==> src/rtl/gpio_irq_pkg.sv <==
// Shared definitions for the GPIO interrupt controller: register indices,
// controller state encoding and the claim-valid flag position.
package gpio_irq_pkg;

    // Register indices decoded from PADDR[4:2]
    localparam logic [2:0] IRQ_PENDING = 3'd0;
    localparam logic [2:0] IRQ_ENABLE  = 3'd1;
    localparam logic [2:0] IRQ_CLAIM   = 3'd2;
    localparam logic [2:0] IRQ_OVERRUN = 3'd3;
    localparam logic [2:0] IRQ_SETPEND = 3'd4;
    localparam logic [2:0] IRQ_STATUS  = 3'd5;

    // Bit of a CLAIM read that marks the returned ID as valid
    localparam int CLAIM_VALID_BIT = 31;

    typedef enum logic [1:0] {
        IRQ_IDLE    = 2'd0,
        IRQ_ASSERT  = 2'd1,
        IRQ_SERVICE = 2'd2
    } irq_state_e;

endpackage

==> src/rtl/rr_arbiter.sv <==
// Combinational round-robin arbiter: grants the first set request at or
// after ptr, scanning upward and wrapping modulo N (N need not be a power of 2).
module rr_arbiter #(
    parameter int N    = 8,
    parameter int ID_W = 3
) (
    input  logic [N-1:0]    req,
    input  logic [ID_W-1:0] ptr,
    output logic [ID_W-1:0] gnt_id,
    output logic            gnt_valid
);

    // Requests rotated so that bit 0 corresponds to the source at ptr
    logic [N-1:0]  req_rot;
    logic [ID_W:0] cand;

    assign req_rot = N'({req, req} >> ptr);

    // Lowest rotated offset wins; the offset is mapped back to a source ID
    always_comb begin
        gnt_id    = '0;
        gnt_valid = |req;
        cand      = '0;
        for (int j = N - 1; j >= 0; j--) begin
            if (req_rot[j]) begin
                cand = {1'b0, ptr} + (ID_W + 1)'(j);
                if (cand >= (ID_W + 1)'(N)) begin
                    cand = cand - (ID_W + 1)'(N);
                end
                gnt_id = cand[ID_W-1:0];
            end
        end
    end

endmodule

==> src/rtl/gpio_irq_ctrl.sv <==
// GPIO interrupt controller: latches per-pin pulses into pending bits,
// masks them, arbitrates round-robin and drives one CPU interrupt line
// serviced through an APB claim/complete handshake.
module gpio_irq_ctrl
    import gpio_irq_pkg::*;
#(
    parameter int N_SRC = 8,
    parameter int ID_W  = (N_SRC > 1) ? $clog2(N_SRC) : 1
) (
    input  logic             PCLK,
    input  logic             PRESETn,
    input  logic             PSEL,
    input  logic             PENABLE,
    input  logic             PWRITE,
    input  logic [31:0]      PADDR,
    input  logic [31:0]      PWDATA,
    output logic [31:0]      PRDATA,
    output logic             PREADY,
    input  logic [N_SRC-1:0] irq_i,
    output logic             irq_o
);

    logic [N_SRC-1:0] pending_q;
    logic [N_SRC-1:0] enable_q;
    logic [N_SRC-1:0] overrun_q;
    logic [ID_W-1:0]  rr_ptr;
    logic [ID_W-1:0]  claimed_id;
    irq_state_e       state_q;
    irq_state_e       state_d;

    logic [ID_W-1:0]  gnt_id;
    logic             gnt_valid;

    logic             access;
    logic             wr;
    logic             rd;
    logic [2:0]       reg_idx;
    logic [N_SRC-1:0] wdata_src;
    logic [N_SRC-1:0] w1c_pend;
    logic [N_SRC-1:0] w1c_ovr;
    logic [N_SRC-1:0] set_pend;
    logic [N_SRC-1:0] claim_clr;
    logic             claim_rd;
    logic             complete;
    logic             unused_bits;

    // Returns (id + 1) mod N_SRC
    function automatic logic [ID_W-1:0] wrap_inc(input logic [ID_W-1:0] id);
        logic [ID_W:0] nxt;
        nxt = {1'b0, id} + (ID_W + 1)'(1);
        if (nxt >= (ID_W + 1)'(N_SRC)) begin
            nxt = '0;
        end
        return nxt[ID_W-1:0];
    endfunction

    assign access    = PSEL & PENABLE;
    assign wr        = access & PWRITE;
    assign rd        = access & ~PWRITE;
    assign reg_idx   = PADDR[4:2];
    assign wdata_src = PWDATA[N_SRC-1:0];

    // Only PADDR[4:2] and the low data bits carry meaning
    assign unused_bits = ^{PADDR, PWDATA};

    assign w1c_pend = (wr && reg_idx == IRQ_PENDING) ? wdata_src : '0;
    assign w1c_ovr  = (wr && reg_idx == IRQ_OVERRUN) ? wdata_src : '0;
    assign set_pend = (wr && reg_idx == IRQ_SETPEND) ? wdata_src : '0;

    // A claim only succeeds while the line is raised and a grant still exists
    assign claim_rd  = rd && reg_idx == IRQ_CLAIM && state_q == IRQ_ASSERT && gnt_valid;
    assign claim_clr = claim_rd ? (N_SRC'(1) << gnt_id) : '0;
    assign complete  = wr && reg_idx == IRQ_CLAIM && state_q == IRQ_SERVICE
                       && PWDATA[ID_W-1:0] == claimed_id;

    rr_arbiter #(
        .N    (N_SRC),
        .ID_W (ID_W)
    ) u_arb (
        .req       (pending_q & enable_q),
        .ptr       (rr_ptr),
        .gnt_id    (gnt_id),
        .gnt_valid (gnt_valid)
    );

    // Pending/enable/overrun registers, round-robin pointer and claimed ID
    always_ff @(posedge PCLK) begin
        if (!PRESETn) begin
            pending_q  <= '0;
            enable_q   <= '0;
            overrun_q  <= '0;
            rr_ptr     <= '0;
            claimed_id <= '0;
        end else begin
            // New events beat both clear sources in the same cycle
            pending_q <= (pending_q & ~w1c_pend & ~claim_clr) | irq_i | set_pend;
            overrun_q <= (overrun_q & ~w1c_ovr) | (irq_i & pending_q);
            if (wr && reg_idx == IRQ_ENABLE) begin
                enable_q <= wdata_src;
            end
            if (claim_rd) begin
                claimed_id <= gnt_id;
            end
            if (complete) begin
                rr_ptr <= wrap_inc(claimed_id);
            end
        end
    end

    // Controller state register
    always_ff @(posedge PCLK) begin
        if (!PRESETn) begin
            state_q <= IRQ_IDLE;
        end else begin
            state_q <= state_d;
        end
    end

    // Next-state logic and interrupt line
    always_comb begin
        state_d = state_q;
        irq_o   = 1'b0;
        case (state_q)
            IRQ_IDLE: begin
                if (gnt_valid) state_d = IRQ_ASSERT;
            end
            IRQ_ASSERT: begin
                irq_o = PRESETn;
                if (!gnt_valid)    state_d = IRQ_IDLE;
                else if (claim_rd) state_d = IRQ_SERVICE;
            end
            IRQ_SERVICE: begin
                if (complete) state_d = IRQ_IDLE;
            end
            default: state_d = IRQ_IDLE;
        endcase
    end

    // Read mux; zero outside a read access phase
    always_comb begin
        PRDATA = '0;
        if (rd && PRESETn) begin
            case (reg_idx)
                IRQ_PENDING: PRDATA[N_SRC-1:0] = pending_q;
                IRQ_ENABLE:  PRDATA[N_SRC-1:0] = enable_q;
                IRQ_CLAIM: begin
                    if (claim_rd) begin
                        PRDATA[CLAIM_VALID_BIT] = 1'b1;
                        PRDATA[ID_W-1:0]        = gnt_id;
                    end
                end
                IRQ_OVERRUN: PRDATA[N_SRC-1:0] = overrun_q;
                IRQ_STATUS: begin
                    PRDATA[1:0]       = state_q;
                    PRDATA[8+:ID_W]   = rr_ptr;
                    PRDATA[16+:ID_W]  = claimed_id;
                end
                default: PRDATA = '0;
            endcase
        end
    end

    assign PREADY = access & PRESETn;

endmodule

==> config.mk <==
export PLATFORM = sky130hd
export DESIGN_NAME = gpio_irq_ctrl
export DESIGN_NICKNAME = d
export VERILOG_FILES = /design/src/rtl/gpio_irq_pkg.sv /design/src/rtl/rr_arbiter.sv /design/src/rtl/gpio_irq_ctrl.sv
export SDC_FILE = /design/constraint.sdc
export NUM_CORES = 1
export LEC_CHECK = 0
export ABC_AREA = 1
export BUFFER_PORTS_ARGS = -buffer_cell sky130_fd_sc_hd__buf_2
export CORE_MARGIN = 2
export CORE_UTILIZATION = 30
export CTS_BUF_LIST = sky130_fd_sc_hd__clkbuf_4 sky130_fd_sc_hd__clkbuf_8
export CTS_CLUSTER_DIAMETER = 120
export DETAILED_ROUTE_END_ITERATION = 6
export PLACE_DENSITY = 0.57
export SLEW_MARGIN = 40
export SYNTH_ARGS = -nofsm -noshare
export SYNTH_HDL_FRONTEND = slang
export SYNTH_HIERARCHICAL = 1
export SYNTH_SLANG_ARGS = --single-unit
==> constraint.sdc <==
create_clock -name PCLK -period 5 [get_ports PCLK]
set_clock_uncertainty 0.1 [all_clocks]
set_input_delay 0.5 -clock PCLK [delete_from_list [all_inputs] [get_ports PCLK]]
set_output_delay 0.5 -clock PCLK [all_outputs]
set_load 0.01 [all_outputs]
==> reports/results.ini, run 1 <==
[global_routing]
grt_usage_pct=14.7
grt_pass1_wl_um=11900
antenna_found_initial=0
overflow=0
grt_max_degree=26
grt_pass1_vias=2545

[logic_synthesis]
syn_inst=445
avgSynthCellArea_um2=6.14
syn_area_um2=2730
ys_ff_latch=32
yosys.cell_types.count=33
ys_warn_count=6
ys_seq_area_share_pct=23.4

[drt]
wl_met2_um=3550
drtIter0Drc=133
top_layer=met4
drc_errors=0
met3RoutedLength_um=335
wl_per_cell_um=12.5
drtAntennaViolNets=0
first_pass_iters=5
drt-met1-wl_um=3430
wirelength_um=7350
viasPerCell=4.83
via_count=2828

[clock_network]
cts_root_buffer=clkbuf_8
cts_resized=0
hold_buffers=0
cts.sinks=32
cts_inserted_buffers=5
path_clk_slew_ns=0.07
htreeDepth=2
clockBufferDepth=2
insertion_delay_ns=0.29
cts_setup_buffers=0
cts_tree=built

[timing]
fin_crit_sh_pct=71.1
setup_ws_ns=1.45
timing_hold_violations_final=0
maxSlewViolCount=0
slew_headroom_pct=61.0
fin_tns_setup_ns=0
fmax_mhz=281
fin_crit_ns=3.55
grt_setup_unrepaired=false
worst_slew_pin_slew_ns=0.584
setup_viol=0

[finish]
final_common_cell=nand2_1
n_antenna_cell=0
multi_input_area_um2=1710
final_cell_mix=106 x nand2_1, 49 x a21oi_1, 44 x inv_1
stdcell_count=586
syn_to_final_growth_pct=9.47
nFillCells=997
final_layout_size_suffix_gt1_share_pct=21.3
fin_area_um2=2990
seqCellArea_um2=641
nets=557

[power_and_ir_drop]
cellLeakagePower_nw=1.48
p_per_area_nw_per_um2=190
p_sw_share_pct=27.7
ir_drop_uv=98.6
internal_power_w=0.000410
power_frac_clock_pct=39.4
combinationalPowerShare_pct=12.6
seqPwrFrac_pct=48.0
p_sw_w=0.000157

[critical_path]
rrSetupSlack_ns=2.06
critPathMostFrequentCell=nand2_1
reg2reg_to=pending_q[2]
path_class=flop to primary output
worstSetupEndpointType=primary output
cp.arrival_ns=2.95
slowest_delay_ns=0.67
timing.rr.start=rr_ptr[0]
reg2regPathDepth=19
worstPathMaxFanout=13
slowest_stage=dfxtp_1
crit_path_cell_trace=inv_2, nand2_1, nand3_1, nand2_2, nand2_2, nand2_4, nand2_2, inv_2, nand2_2, nand2_1, nand2_1, nand2_1, nand2_1, nand2_1, nand2_1, nand2_1, nand3_1, a21oi_1, buf_2
required_ns=4.40
startpoint_type=flop

[place]
portBuffers=40
placed_area_um2=2890
dp_slack_ns=1.75
dp_cells=578
hpwl_um=5620
place_congestion=0.894

[floorplan]
start_util_pct=31.2
coreArea_um2=8760
rows=34
die_h_um=99.5
die_w_um=99.5
die_area_um2=9890
io_pins=111

[hold_path]
hold_end=overrun_q[4]
hold_class=input pin to flop
min_from=irq_i[4]
min_path_cells=3

[run]
maxCapViolations=0

[status]
outcome=finished clean

power by group through the flow:
stage | combinational [W] | sequential [W] | clock (W)
detailed placement | 0.0000709 | 0.000278 | 0
finish | 0.0000713 | 0.000272 | 0.000224
floorplan | 0.0000560 | 0.000276 | 0
global route | 0.0000810 | 0.000274 | 0.000236
CTS | 0.0000712 | 0.000272 | 0.000226
global placement | 0.0000700 | 0.000278 | 0
cell families (layout without fill, tap and decap cells):
logic type / Yosys count / count (layout) / synth area share [%]
AND/OR/NAND/NOR: 237 / 237 / 41.0
buffers and inverters: 87 / 104 / 16.3
AO/OA/AOI/OAI: 81 / 81 / 16.5
flip-flops: 32 / 32 / 23.4
XOR/XNOR: 4 / 4 / 1.28
adder cells (fa/ha/maj): 3 / 3 / 1.37
other: 1 / 17 / 0.137
routing by layer:
layer	up-vias	GRT usage (%)
met3	5	1.90
li1	1466	-
met5	-	0
met1	1266	19.9
met2	91	24.4
met4	0	4.43
critical path, delay by kind of cell (launching register included):
kind / cells / cell delay [ns]
and+or+nand+nor: 15 / 1.37
DFF: 1 / 0.67
buffers and inverters: 3 / 0.40
AOI/OAI and AO/OA: 1 / 0.20
through the flow:
stage | power (W) | utilization [%] | hold slack, ns
floorplan | 0.000332 | - | 0.339
global placement | 0.000348 | 33.0 | 0.351
detailed placement | 0.000349 | 33.0 | 0.357
CTS | 0.000570 | 34.1 | 0.366
global route | 0.000591 | 34.2 | 0.373
finish | 0.000567 | 34.2 | 0.365
area by class of cell:
class                           count  share of cell area, %
Inverter                           56                   7.02
Clock buffer                        8                   3.26
Tap cell                          108                   4.52
Sequential cell                    32                   21.4
Timing Repair Buffer               40                   6.69
Multi-Input combinational cell    342                   57.1
flip-flops by register name, summed over array words and instances, names as in the netlist:
name        cells
state_q         2
claimed_id      3
pending_q       8
rr_ptr          3
overrun_q       8
enable_q        8
worst max-delay path by stage:
| stage | endpoint | slack [ns] | cells past startpoint | start |
|---|---|---|---|---|
| floorplan | PRDATA[1] | 2.57 | 12 | rr_ptr[1] |
| global placement | PRDATA[1] | 1.76 | 17 | rr_ptr[0] |
| detailed placement | PRDATA[1] | 1.75 | 17 | rr_ptr[0] |
| CTS | PRDATA[1] | 1.43 | 17 | rr_ptr[0] |
| global route | PRDATA[2] | 1.17 | 19 | rr_ptr[0] |
| finish | PRDATA[2] | 1.45 | 19 | rr_ptr[0] |
cells in the mapped netlist:
cell / count / share of area (%)
a22oi_1: 3 / 0.82
nand3_1: 38 / 7.0
clkbuf_2: 1 / 0.18
nand2_1: 106 / 15
buf_4: 21 / 5.8
and3_1: 1 / 0.23
nor2_2: 3 / 0.69
inv_1: 44 / 6.0
nor3_1: 9 / 1.6
a21oi_1: 49 / 9.0
a21oi_2: 4 / 1.3
nor4_1: 2 / 0.46
buf_6: 5 / 2.1
xor2_1: 3 / 0.96
nand2_4: 3 / 1.2
a21boi_0: 1 / 0.27
o21ai_0: 15 / 2.7
o211ai_1: 1 / 0.27
o21ai_2: 4 / 1.3
nor2_1: 42 / 5.8
nand3_2: 11 / 4.0
clkbuf_1: 2 / 0.27
nor2_4: 2 / 0.82
xnor2_1: 1 / 0.32
nand4_1: 6 / 1.4
conb_1: 1 / 0.14
ha_1: 3 / 1.4
nand2_2: 14 / 3.2
o21ai_1: 3 / 0.55
o21a_1: 1 / 0.27
dfxtp_1: 32 / 23
inv_2: 12 / 1.6
buf_2: 2 / 0.37
Power figures use the tool's default switching activity.
==> run 2: changes to the inputs <==
- clock period: 5 -> 3.73 ns (I/O delays scaled with it)
==> run 2 against run 1 <==
  * Routed wire length fell by 0.73%
  * Count of clock-buffer cells in the layout fell by 1
  * Combinational power rose by 34%
  * Worst setup slack worse by 1.1 ns
  * Cell count unchanged
  * Global-route usage rose by 0.11 points
  * Non-clock buffer count grew 1
  * Design area increased by 0.21%
  * First-iteration DRC count up 26%
  * Critical path depth fell by 7
  * Largest cell class unchanged
  * Highest routed layer unchanged
==> reports/results.ini, run 2 (synthesized netlist as in run 1, its figures left out) <==
[status]
outcome=finished clean

[power_and_ir_drop]
p_per_area_nw_per_um2=251  ; +32%
ir_drop_uv=164  ; +66%
cellLeakagePower_nw=1.48  ; +0.23%

[run]
maxCapViolations=0  ; unchanged

[timing]
maxSlewViolCount=0  ; unchanged
timing_hold_violations_final=0  ; unchanged
grt_setup_unrepaired=false
timing.hold.ws_ns=0.243  ; -0.122 ns
worst_slew_pin_slew_ns=0.586  ; +0.00216 ns
setup_ws_ns=0.323  ; -1.12 ns
fin_crit_ns=3.41
slew_headroom_pct=60.9  ; -0.14 points
fin_tns_setup_ns=0  ; unchanged
setup_viol=0  ; unchanged
fmax_mhz=293
fin_crit_sh_pct=91.3

[global_routing]
overflow=0  ; unchanged
antenna_found_initial=0  ; unchanged
grt_max_degree=26  ; unchanged
grt_pass1_wl_um=12000  ; +0.70%
grt_pass1_vias=2587  ; +1.7%
grt_usage_pct=14.8  ; +0.11 points

[finish]
nets=558  ; +0.18%
syn_to_final_growth_pct=9.70
multi_input_area_um2=1710  ; unchanged
final_layout_size_suffix_gt1_share_pct=21.3  ; unchanged
nFillCells=968  ; -2.9%
fin_area_um2=3000  ; +0.21%
final_common_cell=nand2_1
top_regs=enable_q (8), overrun_q (8), pending_q (8)
seqCellArea_um2=641  ; unchanged
n_antenna_cell=0  ; unchanged
final_cell_mix=106 x nand2_1, 49 x a21oi_1, 44 x inv_1

[drt]
viasPerCell=4.79  ; -0.74%
wirelength_um=7300  ; -0.73%
via_count=2807  ; -0.74%
first_pass_iters=4  ; -1
drc_errors=0  ; unchanged
drtAntennaViolNets=0  ; unchanged
wl_per_cell_um=12.5  ; -0.73%
drtIter0Drc=167  ; +26%

[floorplan]
die_area_um2=9890  ; unchanged
die_w_um=99.5  ; unchanged
die_h_um=99.5  ; unchanged
rows=34  ; unchanged
coreArea_um2=8760  ; unchanged
start_util_pct=31.2  ; unchanged
io_pins=111  ; unchanged

[critical_path]
worstSetupEndpointType=primary output
path_class=flop to primary output
required_ns=3.26  ; -1.14 ns
startpoint_type=flop
worstPathMaxFanout=14  ; +1
cp.arrival_ns=2.93  ; -0.02 ns

[clock_network]
cts_root_buffer=clkbuf_8
cts_setup_buffers=0  ; unchanged
hold_buffers=0  ; unchanged
cts_tree=built
htreeDepth=2  ; unchanged
cts.sinks=32  ; unchanged
cts_resized=0  ; unchanged
clockBufferDepth=2  ; unchanged
cts_inserted_buffers=5  ; unchanged
insertion_delay_ns=0.28  ; about the same
path_clk_slew_ns=0.07  ; about the same

[place]
portBuffers=40  ; unchanged
place_congestion=0.898  ; +0.50%
hpwl_um=5650  ; +0.42%
placed_area_um2=2900  ; +0.26%
dp_slack_ns=0.611  ; -1.14 ns

[hold_path]
hold_class=input pin to flop

## run 2: cell types whose count changed in the layout (fill, tap and decap cells not counted), sizes merged
cell,delta
buf,+1
clkbuf,-1
## run 2: layer usage
metal | GRT usage (%) | routed length, um
met1 | 19.5 | 3460
met2 | 24.8 | 3420
met3 | 2.11 | 292
met4 | 5.06 | 126
met5 | 0 | 0
## run 2: layout make-up
type | instances | area share, %
Clock buffer | 7 | 3.21
Multi-Input combinational cell | 342 | 57.0
Timing Repair Buffer | 41 | 6.93
Inverter | 56 | 7.01
Sequential cell | 32 | 21.4
Tap cell | 108 | 4.51
## run 2: worst max-delay path, cell delays in order, from the launching register on
cell and delay (ns):
dfxtp_1 0.69, inv_2 0.25, ha_1 0.40, nor2_1 0.12, nand2_1 0.06, nand3_1 0.06
nand2_1 0.06, nand2_1 0.06, nand2_1 0.06, a21oi_2 0.35, nand3_1 0.19, a21oi_1 0.21
buf_2 0.15
## run 2: where the power goes
group	leakage [nW]	total, W	internal, W	switching [W]
Clock	0.0503	0.000290	0.000164	0.000126
Sequential	0.262	0.000365	0.000355	0.0000101
Combinational	1.17	0.0000955	0.0000300	0.0000656
Total	1.48	0.000751	0.000549	0.000202
## run 2: metrics by stage
step / utilization [%] / total power, W / cells
final: 34.2 / 0.000751 / 586
after global routing: 34.2 / 0.000786 / 586
after CTS: 34.2 / 0.000758 / 586
after detailed placement: 33.1 / 0.000468 / 579
after global placement: 33.1 / 0.000466 / 579
after floorplan: - / 0.000445 / 461
## run 2: worst paths after layout
path | startpoint | end | slack (ns) | cells after the start
setup / recovery | rr_ptr[1] | PRDATA[1] | 0.32 | 12
hold / removal | irq_i[4] | overrun_q[4] | 0.24 | 3
setup reg to reg | rr_ptr[1] | pending_q[2] | 0.83 | 14
hold reg to reg | overrun_q[4] | overrun_q[4] | 0.36 | 2
